===== config.mk =====
export PLATFORM = sky130hd
export DESIGN_NAME = hvsync_generator_flat
export DESIGN_NICKNAME = d
export VERILOG_FILES = /design/src/rtl/hvsync_if.sv /design/src/rtl/hvsync_generator.sv /design/src/flat_wrapper.sv
export SDC_FILE = /design/constraint.sdc
export NUM_CORES = 1
export LEC_CHECK = 0
export BUFFER_PORTS_ARGS = -buffer_cell sky130_fd_sc_hd__buf_4
export CORE_ASPECT_RATIO = 1.2
export CORE_UTILIZATION = 50
export CTS_CLUSTER_DIAMETER = 200
export DETAILED_ROUTE_END_ITERATION = 16
export PLACE_DENSITY = 0.85
export SETUP_SLACK_MARGIN = 0.4
export SYNTH_ARGS = -nofsm -noshare
export SYNTH_HDL_FRONTEND = slang
export SYNTH_SLANG_ARGS = --single-unit
export TNS_END_PERCENT = 30

===== constraint.sdc =====
create_clock -name clk -period 2.8 [get_ports clk]
set_clock_uncertainty 0.15 [all_clocks]
set_input_delay 0.28 -clock clk [delete_from_list [all_inputs] [get_ports clk]]
set_output_delay 0.28 -clock clk [all_outputs]
set_load 0.02 [all_outputs]

===== src/rtl/hvsync_if.sv =====
// hvsync_if: video timing bundle carried from hvsync_generator to the pixel
// pipeline (counters plus the registered sync/status flags, all co-timed).
interface hvsync_if;
  logic [8:0] hpos;
  logic [8:0] vpos;
  logic       hsync;
  logic       vsync;
  logic       display_on;
  logic       line_start;
  logic       frame_start;

  modport master (
    output hpos, vpos, hsync, vsync, display_on, line_start, frame_start
  );

  modport slave (
    input  hpos, vpos, hsync, vsync, display_on, line_start, frame_start
  );
endinterface


===== src/rtl/hvsync_generator.sv =====
// hvsync_generator: free-running video timing for a 256x240 visible raster
// on a 309x262 total raster. Every output is registered on the same edge, and
// the status flags are decoded from the *next* counter values, so they line up
// with the hpos/vpos visible in the same cycle.
//
// Build option: define HVSYNC_CE_EN to add the `ce` pixel-enable port, for use
// on a full-rate clock. Without it every clk edge is a pixel step.
module hvsync_generator #(
  parameter int H_DISPLAY = 256,
  parameter int H_FRONT   = 7,
  parameter int H_SYNC    = 23,
  parameter int H_BACK    = 23,
  parameter int V_DISPLAY = 240,
  parameter int V_BOTTOM  = 14,
  parameter int V_SYNC    = 3,
  parameter int V_TOP     = 5
) (
  input  logic     clk,
  input  logic     reset,
`ifdef HVSYNC_CE_EN
  input  logic     ce,
`endif
  hvsync_if.master vid
);

  localparam int H_MAX_I        = H_DISPLAY + H_FRONT + H_SYNC + H_BACK - 1;
  localparam int H_SYNC_START_I = H_DISPLAY + H_FRONT;
  localparam int H_SYNC_END_I   = H_SYNC_START_I + H_SYNC - 1;
  localparam int V_MAX_I        = V_DISPLAY + V_BOTTOM + V_SYNC + V_TOP - 1;
  localparam int V_SYNC_START_I = V_DISPLAY + V_BOTTOM;
  localparam int V_SYNC_END_I   = V_SYNC_START_I + V_SYNC - 1;

  // Counters are 9 bits wide; larger rasters cannot be represented.
  generate
    if (H_MAX_I > 511 || V_MAX_I > 511) begin : g_range_chk
      $error("hvsync_generator: H_MAX/V_MAX exceed the 9-bit counter range");
    end
  endgenerate

  localparam logic [8:0] H_MAX        = 9'(H_MAX_I);
  localparam logic [8:0] H_SYNC_START = 9'(H_SYNC_START_I);
  localparam logic [8:0] H_SYNC_END   = 9'(H_SYNC_END_I);
  localparam logic [8:0] H_DISP       = 9'(H_DISPLAY);
  localparam logic [8:0] V_MAX        = 9'(V_MAX_I);
  localparam logic [8:0] V_SYNC_START = 9'(V_SYNC_START_I);
  localparam logic [8:0] V_SYNC_END   = 9'(V_SYNC_END_I);
  localparam logic [8:0] V_DISP       = 9'(V_DISPLAY);

  logic [8:0] hpos_q, vpos_q;
  logic [8:0] h_nxt, v_nxt;
  logic       hs_q, vs_q, de_q, ls_q, fs_q;
  logic       hs_nxt, vs_nxt, de_nxt, ls_nxt, fs_nxt;
  logic       h_wrap;
  logic       step;

  // Pixel step qualifier: ce when the enable build is selected, else always.
  always_comb begin
`ifdef HVSYNC_CE_EN
    step = ce;
`else
    step = 1'b1;
`endif
  end

  // Next counter values and the flags decoded from them.
  always_comb begin
    h_wrap = (hpos_q == H_MAX);
    h_nxt  = h_wrap ? 9'd0 : hpos_q + 9'd1;
    v_nxt  = vpos_q;
    if (h_wrap)
      v_nxt = (vpos_q == V_MAX) ? 9'd0 : vpos_q + 9'd1;
    hs_nxt = (h_nxt >= H_SYNC_START) && (h_nxt <= H_SYNC_END);
    vs_nxt = (v_nxt >= V_SYNC_START) && (v_nxt <= V_SYNC_END);
    de_nxt = (h_nxt < H_DISP) && (v_nxt < V_DISP);
    ls_nxt = (h_nxt == 9'd0);
    fs_nxt = (h_nxt == 9'd0) && (v_nxt == 9'd0);
  end

  // Counter and flag registers; reset wins over the step enable.
  always_ff @(posedge clk) begin
    if (reset) begin
      hpos_q <= 9'd0;
      vpos_q <= 9'd0;
      hs_q   <= 1'b0;
      vs_q   <= 1'b0;
      de_q   <= 1'b1;
      ls_q   <= 1'b1;
      fs_q   <= 1'b1;
    end else if (step) begin
      hpos_q <= h_nxt;
      vpos_q <= v_nxt;
      hs_q   <= hs_nxt;
      vs_q   <= vs_nxt;
      de_q   <= de_nxt;
      ls_q   <= ls_nxt;
      fs_q   <= fs_nxt;
    end
  end

  assign vid.hpos        = hpos_q;
  assign vid.vpos        = vpos_q;
  assign vid.hsync       = hs_q;
  assign vid.vsync       = vs_q;
  assign vid.display_on  = de_q;
  assign vid.line_start  = ls_q;
  assign vid.frame_start = fs_q;

endmodule


===== src/flat_wrapper.sv =====
// flat-port wrapper written by rule: the top's interface ports become plain ports
module hvsync_generator_flat 
#(
  parameter int H_DISPLAY = 256,
  parameter int H_FRONT   = 7,
  parameter int H_SYNC    = 23,
  parameter int H_BACK    = 23,
  parameter int V_DISPLAY = 240,
  parameter int V_BOTTOM  = 14,
  parameter int V_SYNC    = 3,
  parameter int V_TOP     = 5
)
  (clk, reset, vid_hpos, vid_vpos, vid_hsync, vid_vsync, vid_display_on, vid_line_start, vid_frame_start);
  hvsync_if vid_i ();
  input  logic clk;
  input  logic reset;
  output wire logic [$bits(vid_i.hpos)-1:0] vid_hpos;
  output wire logic [$bits(vid_i.vpos)-1:0] vid_vpos;
  output wire logic [$bits(vid_i.hsync)-1:0] vid_hsync;
  output wire logic [$bits(vid_i.vsync)-1:0] vid_vsync;
  output wire logic [$bits(vid_i.display_on)-1:0] vid_display_on;
  output wire logic [$bits(vid_i.line_start)-1:0] vid_line_start;
  output wire logic [$bits(vid_i.frame_start)-1:0] vid_frame_start;
  assign vid_hpos = vid_i.hpos;
  assign vid_vpos = vid_i.vpos;
  assign vid_hsync = vid_i.hsync;
  assign vid_vsync = vid_i.vsync;
  assign vid_display_on = vid_i.display_on;
  assign vid_line_start = vid_i.line_start;
  assign vid_frame_start = vid_i.frame_start;
  hvsync_generator #(.H_DISPLAY(H_DISPLAY), .H_FRONT(H_FRONT), .H_SYNC(H_SYNC), .H_BACK(H_BACK), .V_DISPLAY(V_DISPLAY), .V_BOTTOM(V_BOTTOM), .V_SYNC(V_SYNC), .V_TOP(V_TOP)) u_core (.clk(clk), .reset(reset), .vid(vid_i));
endmodule

==> impl_results.md <==
- Status: finished clean
- Placed cell count: 250
- Placed inst area: 1818 sq um
- Buffers added on ports: 24
- P_leak: 0.0007700 uW
- MaxCap Viol Count: 0
- Post-synth EDFFs: 0
- Post-synth top area cell: dfxtp_1
- Hold Slack: 0.1405 ns
- Final-report setup violation count: 0
- Reg2reg start: u_core.vid.hpos[0]$_SDFF_PP0_
- Grt total ovfl: 0
- IO Pins: 25
- Worst reg2reg path depth: 10
- CP Capture Point: u_core.vid.frame_start$_SDFF_PP1_
- Post-Syn Instances: 194
- CP Class: flop to flop
- Synth top area cells: dfxtp_1, xnor2_1, nor2_1
- Min Clock Period, post-route: 2.499 ns
- Crit path max fanout: 7
- Global-route wire length before repair: 6693 um
- Worst EP required: 2.89 ns
- Netlist Area Pre-Place: 1539 sq um
- Fin Setup TNS: 0 ns
- RSZ-0062 raised after global routing: true
- Final WL: 4143 um
- Hold Vio Cnt, Final: 0
- Net Count, Synth: 201
- Critical path's slowest cell: or4b_4
- Synth Flop Type: dfxtp_1
- Endpoint class of the critical path: flop
- VDD IR max: 0.2207 mV
- Via-per-instance ratio: 5.992
- Final ANT Viol Nets: 0
- CTS buffer count: 3
- Worst-Skew Late Latency: 0.33 ns
- Delay-heaviest family, CP: simple AND/OR/NAND/NOR gates
- Max Slew Vio Count: 0
- DRT Pass-1 Iters: 4
- R2R setup slack: 0.30 ns
- Core box area: 2864 sq um
- Clock Tree Root: clkbuf_4
- Syn Area/Cell: 7.933 sq um
- Via count: 1582
- Worst EP arrival: 2.59 ns
- CP most frequent cell: buf_6
- Placer Congestion: 0.9236
- Filler Cell Count: 232
- Post-route insts no fill: 264
- Slew HR: 74.50%
- Die Y: 62.78 um
- ANT cells: 0
- Area growth syn-to-layout: 27.89%
- HPWL Detailed: 2876 um
- Number of synthesized register bits: 23
- Clock sink total: 23
- Hold Crit Class: input pin to flop
- Final Cell Area: 1968 sq um
- Pwr dens: 317.4 nW/um^2
- Ys Warns: 0
- WP depth: 10
- Die area: 3305 sq um
- Ys async rst share: 0%
- Netlist cell types: 53
- Initial antenna violation count: 0
- # DRC: 0
- CTS clk-pin slew, worst paths: 0.15 ns
- Initial Util: 53.74%
- Crit path cell chain: inv_4, ha_4, or4b_4, buf_6, or2_1, buf_6, o221a_2, nand3_2, nor3_1, a31o_1
- GRT Util Overall: 26.81%
- Wire per inst: 15.69 um
- CTS tree: built
- Reg-to-reg endpoint: u_core.vid.frame_start$_SDFF_PP1_
- Seq/Total Area, Yosys: 29.92%
- Post-synth top cells: dfxtp_1, nor2_1, nor3_1
- Tcrit/Tclk final: 89.24%
- Fmax: 400.2 MHz
- Largest net degree at the start of global routing: 23
- DR iter-0 viols: 64
- Share of cells above drive strength 1: 35.65%
- Worst-Margin Slew: 0.3819 ns
- Clk buf depth: 2
- Cell row count: 21
- CP Launch Point: u_core.vid.hpos[0]$_SDFF_PP0_
- H-tree depth: 1
- Yosys top cell area share: 29.92%
- Die X: 52.65 um
- Nets: 238
- Slowest cell delay on critical path: 0.52 ns
- Vias in the first global route: 1525
- Hold_buf cts: 0
- Worst path buffer plus inverter count: 3
- Setup crit start kind: flop
-- cells in the final DEF (no fill, tap or decap), types with 2 or more instances in the layout --
cell | Yosys | layout
ha_1 | 5 | 4
nand3_1 | 7 | 7
inv_1 | 7 | 5
and3_1 | 4 | 4
xor2_1 | 4 | 4
dfxtp_2 | 0 | 3
buf_4 | 2 | 47
dfxtp_1 | 23 | 19
nand4_1 | 5 | 5
o211ai_1 | 4 | 4
o21ai_0 | 5 | 3
or4b_4 | 1 | 3
a21oi_2 | 1 | 3
nand2_1 | 11 | 11
nand2b_1 | 3 | 3
buf_6 | 1 | 2
nor4_4 | 1 | 2
clkbuf_4 | 0 | 3
xnor2_1 | 10 | 10
nand3b_1 | 2 | 2
or3_1 | 2 | 2
o21ai_1 | 0 | 2
or2_2 | 3 | 3
nor3_1 | 14 | 14
a21oi_1 | 8 | 6
a31oi_1 | 5 | 4
nor2_1 | 23 | 22
-- state kept, by name (all words and copies together), names as in the netlist --
name	flops
u_core.vid.display_on	1
u_core.vid.hsync	1
u_core.vid.frame_start	1
u_core.vid.hpos	9
u_core.vid.vsync	1
u_core.vid.vpos	9
u_core.vid.line_start	1
-- stage by stage --
stage	power [uW]	util [%]	setup WS (ns)
2_1_floorplan	412.1	-	0.2014
3_3_place_gp	436.2	63.48	0.1707
3_5_place_dp	438.7	63.48	0.06930
4_1_cts	615.5	67.76	0.2842
5_1_grt	647.4	68.72	0.2006
6_report	624.6	68.72	0.3012
-- worst min-delay path by stage --
stage                                  startpoint                       endpoint  slack, ns  depth (start not counted)
detailed placement  u_core.vid.hpos[0]$_SDFF_PP0_  u_core.vid.hpos[0]$_SDFF_PP0_       0.33                          1
global placement    u_core.vid.hpos[0]$_SDFF_PP0_  u_core.vid.hpos[0]$_SDFF_PP0_       0.31                          1
floorplan                                   reset  u_core.vid.vpos[8]$_SDFF_PP0_       0.20                          1
global route                                reset  u_core.vid.vpos[6]$_SDFF_PP0_       0.15                          2
finish                                      reset  u_core.vid.hpos[7]$_SDFF_PP0_       0.14                          2
CTS                                         reset  u_core.vid.vpos[6]$_SDFF_PP0_       0.14                          2
-- worst register-to-register path: stages (launching register included) --
cell and delay (ns):
dfxtp_4 0.38, inv_4 0.06, ha_4 0.12, or4b_4 0.52, buf_6 0.17, or2_1 0.24, buf_6 0.14, o221a_2 0.26
nand3_2 0.09, nor3_1 0.05, a31o_1 0.24
-- power breakdown --
part	switching, uW	total (uW)	internal (uW)
registers	6.45	341	335
logic	58.7	112	53.4
clock network	117	171	53.7
total	183	625	442
-- layout make-up --
type | count | area [sq um] | area share (%)
Sequential cell | 23 | 467.9 | 23.78
Timing Repair Buffer | 49 | 375.4 | 19.07
Tap cell | 34 | 42.54 | 2.161
Multi-Input combinational cell | 147 | 1026 | 52.13
Inverter | 7 | 28.78 | 1.462
Clock buffer | 3 | 22.52 | 1.144
Clock inverter | 1 | 5.005 | 0.2543
-- logic make-up (layout without fill, tap and decap cells) --
group | after synthesis | after routing | share of synthesized area (%)
AO/OA/AOI/OAI | 36 | 36 | 16.10
XOR/XNOR | 14 | 14 | 7.967
adder cells (fa/ha/maj) | 5 | 5 | 4.065
buffers and inverters | 24 | 60 | 7.155
flip-flops | 23 | 23 | 29.92
multiplexers | 1 | 1 | 0.6504
AND/OR/NAND/NOR | 91 | 91 | 34.15
-- per-layer routing --
layer	global-route usage [%]	part of all wire, %
met3	3.163	3.6
met4	17.11	2.9
met1	31.09	41
met5	0	0
met2	44.62	53
-- what timing repair did --
| item | in CTS | in global routing |
|---|---|---|
| gates cloned | 0 | 0 |
| pin swaps | 7 | 6 |
| resized for setup | 10 | 5 |
| setup buffers | 8 | 2 |
| setup endpoints to repair | 7 | 5 |
(Power assumes the default switching activity.)
